===== config.mk =====
export PLATFORM = sky130hd
export DESIGN_NAME = tdp_bram_bist_flat
export DESIGN_NICKNAME = d
export VERILOG_FILES = /design/src/rtl/tdp_bist_pkg.sv /design/src/rtl/tdp_bram_bist_if.sv /design/src/rtl/tdp_bist_checker.sv /design/src/rtl/tdp_bram_bist.sv /design/src/flat_wrapper.sv
export SDC_FILE = /design/constraint.sdc
export NUM_CORES = 1
export LEC_CHECK = 0
export BUFFER_PORTS_ARGS = -buffer_cell sky130_fd_sc_hd__buf_2
export CAP_MARGIN = 15
export CORE_UTILIZATION = 25
export CTS_CLUSTER_DIAMETER = 120
export DETAILED_ROUTE_END_ITERATION = 7
export PLACE_DENSITY_LB_ADDON = 0.12
export SYNTH_ARGS = -nofsm -noshare
export SYNTH_HDL_FRONTEND = slang
export SYNTH_HIERARCHICAL = 1
export SYNTH_SLANG_ARGS = --single-unit

===== constraint.sdc =====
create_clock -name clk -period 2 [get_ports clk]
set_input_delay 0.2 -clock clk [delete_from_list [all_inputs] [get_ports clk]]
set_output_delay 0.2 -clock clk [all_outputs]
set_load 0.03 [all_outputs]

===== src/rtl/tdp_bist_pkg.sv =====
// Shared types and the data-pattern generator for the TDP BRAM self-test.
package tdp_bist_pkg;

  typedef enum logic [2:0] {
    IDLE  = 3'd0,
    WR    = 3'd1,
    RD    = 3'd2,
    DRAIN = 3'd3,
    DONE  = 3'd4
  } state_t;

  localparam int PAT_MAX_A = 32;
  localparam int PAT_MAX_D = 512;

  // Address replicated LSB-first across dbits, optionally inverted; caller truncates to its width.
  function automatic logic [PAT_MAX_D-1:0] pat(input logic [PAT_MAX_A-1:0] addr,
                                               input logic inv,
                                               input int abits,
                                               input int dbits);
    logic [PAT_MAX_D-1:0] r;
    r = '0;
    for (int i = 0; i < PAT_MAX_D; i++)
      if (i < dbits) r[i] = addr[i % abits] ^ inv;
    return r;
  endfunction

endpackage


===== src/rtl/tdp_bram_bist_if.sv =====
// Two-port BRAM bus: address, write data, write enable and 1-cycle-latency read data per port.
interface tdp_bram_bist_if #(
  parameter int ABITS = 10,
  parameter int DBITS = 36
);
  logic [ABITS-1:0] a_a;
  logic [DBITS-1:0] wd_a;
  logic             we_a;
  logic [DBITS-1:0] rd_a;
  logic [ABITS-1:0] a_b;
  logic [DBITS-1:0] wd_b;
  logic             we_b;
  logic [DBITS-1:0] rd_b;

  modport master (output a_a, wd_a, we_a, a_b, wd_b, we_b, input rd_a, rd_b);
  modport slave  (input a_a, wd_a, we_a, a_b, wd_b, we_b, output rd_a, rd_b);
endinterface


===== src/rtl/tdp_bist_checker.sv =====
// Read-back comparator for both ports: registers expectations, compares a cycle later, latches first failure.
module tdp_bist_checker #(
  parameter int ABITS = 10,
  parameter int DBITS = 36
) (
  input  logic             clk,
  input  logic             rst_n,
  input  logic             clr,
  input  logic             issue,
  input  logic [DBITS-1:0] exp_a,
  input  logic [ABITS-1:0] addr_a,
  input  logic [DBITS-1:0] exp_b,
  input  logic [ABITS-1:0] addr_b,
  input  logic [DBITS-1:0] rd_a,
  input  logic [DBITS-1:0] rd_b,
  output logic             mis,
  output logic             sticky,
  output logic [ABITS-1:0] fail_addr
);
  logic             vld_q;
  logic [DBITS-1:0] exp_a_q, exp_b_q;
  logic [ABITS-1:0] addr_a_q, addr_b_q;
  logic             mis_a, mis_b;

  assign mis_a = vld_q && (rd_a != exp_a_q);
  assign mis_b = vld_q && (rd_b != exp_b_q);
  assign mis   = mis_a | mis_b;

  always_ff @(posedge clk or negedge rst_n) begin
    if (!rst_n) begin
      vld_q     <= 1'b0;
      exp_a_q   <= '0;
      exp_b_q   <= '0;
      addr_a_q  <= '0;
      addr_b_q  <= '0;
      sticky    <= 1'b0;
      fail_addr <= '0;
    end else begin
      vld_q <= issue;
      if (issue) begin
        exp_a_q  <= exp_a;
        exp_b_q  <= exp_b;
        addr_a_q <= addr_a;
        addr_b_q <= addr_b;
      end
      if (clr) begin
        sticky    <= 1'b0;
        fail_addr <= '0;
      end else if (mis && !sticky) begin
        // Port A wins a same-cycle double mismatch.
        sticky    <= 1'b1;
        fail_addr <= mis_a ? addr_a_q : addr_b_q;
      end
    end
  end
endmodule


===== src/rtl/tdp_bram_bist.sv =====
// Cross-port march BIST for a true-dual-port BRAM: even/odd split writes, swapped read-back, true then inverted pass.
module tdp_bram_bist
  import tdp_bist_pkg::*;
#(
  parameter int ABITS = 10,
  parameter int DBITS = 36
) (
  input  logic             clk,
  input  logic             rst_n,
  input  logic             start,
  output logic             busy,
  output logic             done,
  output logic             pass,
  output logic [ABITS-1:0] fail_addr,
  tdp_bram_bist_if.master  ram
);
  localparam int IW = ABITS - 1;

  state_t           state_q;
  logic             p_q;
  logic [IW-1:0]    idx_q;
  logic             last, accept, mis, sticky;
  logic [ABITS-1:0] even_addr, odd_addr;
  logic [DBITS-1:0] pat_even, pat_odd;

  assign last      = &idx_q;
  assign accept    = (state_q == IDLE) && start;
  assign even_addr = {idx_q, 1'b0};
  assign odd_addr  = {idx_q, 1'b1};
  assign pat_even  = DBITS'(pat(PAT_MAX_A'(even_addr), p_q, ABITS, DBITS));
  assign pat_odd   = DBITS'(pat(PAT_MAX_A'(odd_addr), p_q, ABITS, DBITS));
  assign busy      = (state_q == WR) || (state_q == RD) || (state_q == DRAIN);

  always_ff @(posedge clk or negedge rst_n) begin
    if (!rst_n) begin
      state_q <= IDLE;
      p_q     <= 1'b0;
      idx_q   <= '0;
      done    <= 1'b0;
      pass    <= 1'b0;
    end else begin
      case (state_q)
        IDLE: if (start) begin
          state_q <= WR;
          p_q     <= 1'b0;
          idx_q   <= '0;
          done    <= 1'b0;
          pass    <= 1'b0;
        end
        WR: begin
          idx_q <= idx_q + 1'b1;
          if (last) state_q <= RD;
        end
        RD: begin
          idx_q <= idx_q + 1'b1;
          if (last) state_q <= DRAIN;
        end
        DRAIN: begin
          if (!p_q) begin
            state_q <= WR;
            p_q     <= 1'b1;
          end else begin
            // The final read compares this cycle, so fold its result in directly.
            state_q <= DONE;
            done    <= 1'b1;
            pass    <= !(sticky | mis);
          end
        end
        DONE:    state_q <= IDLE;
        default: state_q <= IDLE;
      endcase
    end
  end

  always_comb begin
    ram.a_a  = '0;
    ram.a_b  = '0;
    ram.wd_a = '0;
    ram.wd_b = '0;
    ram.we_a = 1'b0;
    ram.we_b = 1'b0;
    case (state_q)
      WR: begin
        ram.a_a  = even_addr;
        ram.a_b  = odd_addr;
        ram.wd_a = pat_even;
        ram.wd_b = pat_odd;
        ram.we_a = 1'b1;
        ram.we_b = 1'b1;
      end
      RD: begin
        ram.a_a = odd_addr;
        ram.a_b = even_addr;
      end
      default: ;
    endcase
  end

  tdp_bist_checker #(.ABITS(ABITS), .DBITS(DBITS)) u_chk (
    .clk       (clk),
    .rst_n     (rst_n),
    .clr       (accept),
    .issue     (state_q == RD),
    .exp_a     (pat_odd),
    .addr_a    (odd_addr),
    .exp_b     (pat_even),
    .addr_b    (even_addr),
    .rd_a      (ram.rd_a),
    .rd_b      (ram.rd_b),
    .mis       (mis),
    .sticky    (sticky),
    .fail_addr (fail_addr)
  );
endmodule


===== src/flat_wrapper.sv =====
// flat-port wrapper written by rule: the top's interface ports become plain ports
module tdp_bram_bist_flat import tdp_bist_pkg::*;
#(
  parameter int ABITS = 10,
  parameter int DBITS = 36
)
  (clk, rst_n, start, busy, done, pass, fail_addr, ram_a_a, ram_wd_a, ram_we_a, ram_a_b, ram_wd_b, ram_we_b, ram_rd_a, ram_rd_b);
  tdp_bram_bist_if #(.ABITS(ABITS), .DBITS(DBITS)) ram_i ();
  input  logic clk;
  input  logic rst_n;
  input  logic start;
  output logic busy;
  output logic done;
  output logic pass;
  output logic [ABITS-1:0] fail_addr;
  output wire logic [$bits(ram_i.a_a)-1:0] ram_a_a;
  output wire logic [$bits(ram_i.wd_a)-1:0] ram_wd_a;
  output wire logic [$bits(ram_i.we_a)-1:0] ram_we_a;
  output wire logic [$bits(ram_i.a_b)-1:0] ram_a_b;
  output wire logic [$bits(ram_i.wd_b)-1:0] ram_wd_b;
  output wire logic [$bits(ram_i.we_b)-1:0] ram_we_b;
  input wire logic [$bits(ram_i.rd_a)-1:0] ram_rd_a;
  input wire logic [$bits(ram_i.rd_b)-1:0] ram_rd_b;
  assign ram_a_a = ram_i.a_a;
  assign ram_wd_a = ram_i.wd_a;
  assign ram_we_a = ram_i.we_a;
  assign ram_a_b = ram_i.a_b;
  assign ram_wd_b = ram_i.wd_b;
  assign ram_we_b = ram_i.we_b;
  assign ram_i.rd_a = ram_rd_a;
  assign ram_i.rd_b = ram_rd_b;
  tdp_bram_bist #(.ABITS(ABITS), .DBITS(DBITS)) u_core (.clk(clk), .rst_n(rst_n), .start(start), .busy(busy), .done(done), .pass(pass), .fail_addr(fail_addr), .ram(ram_i));
endmodule

==> results.toml <==
[sta]
fmax_ghz = 0.4368
timing.setup.tns_ns = -2.582
post-route-period-util_pct = 114.5
period_minus_slack_ns = 2.289
setup_violations = 19
grt_setup_unrepaired = "true"
hold_viol_final = 0
slew_violations = 0
finalWorstSetupSlack_ns = -0.2893
skew_ns = 0.006025

[pwr]
powerDensity_nw_per_um2 = 1142
ir_drop_mv = 1.011
p_leak_nw = 4.495

[die]
io_pins = 182
die_h_um = 164.0
start_util_pct = 25.76
fp.dieW_um = 164.0
dieArea_um2 = 26900
rows = 58
fp.coreArea_um2 = 25470

[cts]
clkTransAtPathRegs_ns = 0.06
root_buffer = "clkbuf_16"
h-tree-depth = 4
ctsLongestPathBuffers = 2
cts_tree = "done"
cts_made_buffers = 17
cts.sinks = 119
clk_latency_ns = 0.41

[detailed_routing]
wl_per_cell_um = 17.76
via_per_inst = 4.358
drt_iter0_markers = 155
ant_nets = 0
firstDrtPassIters = 4
drt-total-wl_um = 19190
drc = 0
vias = 4707

[critical_path]
cp.buffers_inverters = 4
cp-start-kind = "flip-flop"
cp_slowest_cell = "dfrtp_1"
worst_path_most_repeated_cell = "buf_4"
crit_family = "buffers and inverters"
path_cells = "xor2_1 -> nor4_2 -> buf_4 -> nand4_1 -> buf_4 -> o31ai_4 -> buf_6 -> buf_16 -> nor2_4 -> a2111oi_4"
path_max_fanout = 5
arrival_ns = 2.59
critPathMaxStageDelay_ns = 0.40
worstPathRequired_ns = 2.30
crit_type = "flip-flop to flip-flop"
end_kind = "flip-flop"

[final_layout]
antenna_cells = 0
final_common_cell = "buf_2"
fillerInstances = 2552
area_growth_pct = 37.39
drive_above_1_share_pct = 58.53
nets = 814
multi_input_area_um2 = 3134
final_cell_mix = "buf_2 (119), dfrtp_1 (117), mux2_2 (93)"
fin_cells = 1080
seq_area_um2 = 2980

[global_route]
track_usage_pct = 14.24
grt_max_degree = 59
overflow = 0
grt_pass1_wl_um = 28030
grt_pass1_vias = 4745
grt_antenna_before_repair = 0

[logic_synthesis]
synth_nets = 643
yosys.area.top_type_share_pct = 45.38
ys_seq_area_share_pct = 45.38
yosys.area.top_type = "dfrtp_1"
syn_inst = 566
synth_area_leaders = "dfrtp_1 (45%), mux2_2 (16%), xor2_1 (9.7%)"
syn_area_per_cell_um2 = 11.59
synth_area_um2 = 6563
yosysWarnings = 6
synth-seq-cells = 119
synth.distinct_cells = 51

[place]
gp_congestion = 0.7484
dpl.cell_count = 1029
hpwlAfterDp_um = 13620
port_buffers = 181

[run_status]
violations = "negative setup slack"
status = "finished with violations"

[flow_run]
drv_cap = 0

[min_path]
min_path_type = "input pin to flip-flop"
cell usage after synthesis (all sizes together):
master and count:
nand2 6, and4 1, mux2 93, o22a 1, o311a 1, clkbuf 13, a22o 3, clkinv 1
nand3b 1, or3 11, a221oi 2, nand3 7, ha 2, mux2i 1, inv 16, a211oi 2
o21a 1, and3 1, a31o 1, nor4 17, nor3 14, nor4b 1, nand4 4, o31ai 2
a31oi 2, a2111oi 10, xor2 73, and2b 1, a21oi 8, conb 2, dfrtp 119, nor2b 2
and2 19, buf 80, o21ai 2, nor2 27, xnor2 11, nand2b 6, or2 2
tightest hold or removal path, cell delays in order:
cell	delay (ns)
buf_2	0.13
nor2_1	0.08
a211oi_1	0.05
a21oi_1	0.11
nor2_1	0.05
logic make-up (layout without fill, tap and decap cells):
kind of cell	after synthesis	count (layout)	share of synthesized area, %
AOI/OAI and AO/OA	35	35	5.262
and+or+nand+nor	120	121	10.66
adders and majority gates	2	2	0.3813
muxes	94	94	16.11
buffers and inverters	110	293	10.77
DFF	119	119	45.38
other	2	2	0.1144
xor gates and xnor gates	84	84	11.33
per-stage QoR:
step                hold slack (ns)  instance area [um^2]  total power, mW  util (%)  worst slack (ns)
CTS                          0.2399                  8613            10.00     33.81           -0.2541
floorplan                  -0.09559                  6601            5.843         -           0.02653
finish                       0.2517                  9016            10.30     35.40           -0.2893
global placement             0.2007                  7674            6.672     30.13           -0.3192
global route                 0.2755                  9016            10.81     35.40           -0.3738
detailed placement           0.2042                  7674            6.665     30.13           -0.3572
where the power goes:
group | internal (mW) | switching, mW | total, mW
clock | 1.83 | 1.17 | 3.00
sequential | 2.51 | 0.133 | 2.65
combinational | 1.69 | 2.95 | 4.65
total | 6.04 | 4.26 | 10.3
final cells by class:
cell class / instances / share of cell area, %
Timing Repair inverter: 1 / 0.08326
Inverter: 17 / 0.7494
Tap cell: 330 / 4.580
Timing Repair Buffer: 243 / 20.32
Multi-Input combinational cell: 338 / 34.76
Clock buffer: 17 / 4.718
Clock inverter: 15 / 1.735
Sequential cell: 119 / 33.06
registers in the layout, summed over array words and instances (netlist names):
name / count
u_core/idx_q: 9
u_core/done: 1
u_core/u_chk/exp_b_q: 36
u_core/u_chk/fail_addr: 10
u_core/u_chk/vld_q: 1
u_core/u_chk/sticky: 1
u_core/state_q: 3
u_core/p_q: 1
u_core/pass: 1
u_core/u_chk/exp_a_q: 36
u_core/u_chk/addr_b_q: 10
u_core/u_chk/addr_a_q: 10
layer usage:
| layer | wire length, um | part of all wire [%] | vias up | GRT usage [%] |
|---|---|---|---|---|
| li1 | - | - | 2202 | - |
| met1 | 8444 | 44 | 2389 | 18.22 |
| met2 | 9882 | 52 | 104 | 24.06 |
| met3 | 721 | 3.8 | 12 | 3.586 |
| met4 | 136 | 0.71 | 0 | 3.157 |
| met5 | 0 | 0 | - | 0 |
what timing repair did:
item | in CTS | in global routing
gates cloned | 3 | 2
gates resized for setup | 63 | 132
endpoints found under the hold margin | 29 | 0
pin swaps | 16 | 7
endpoints found under the setup margin | 99 | 106
hold buffers | 1 | 0
buffers inserted | 10 | 3
final timing paths:
path,startpoint,to,slack (ns),cells past startpoint
setup / recovery,u_core/u_chk/exp_a_q[9]$_DFFE_PN0P_,u_core/u_chk/fail_addr[6]$_DFFE_PN0P_,-0.29,10
hold / removal,start,u_core/state_q[0]$_DFFE_PN0P_,0.25,5
setup reg to reg,u_core/u_chk/exp_a_q[9]$_DFFE_PN0P_,u_core/u_chk/fail_addr[6]$_DFFE_PN0P_,-0.29,10
hold reg to reg,u_core/u_chk/addr_b_q[5]$_DFFE_PN0P_,u_core/u_chk/addr_b_q[5]$_DFFE_PN0P_,0.50,1
max in group asynchronous,rst_n,u_core/u_chk/exp_a_q[28]$_DFFE_PN0P_,1.13,3
min in group asynchronous,rst_n,u_core/u_chk/addr_a_q[4]$_DFFE_PN0P_,0.29,2
No activity file was read; power rests on OpenSTA's default activity.
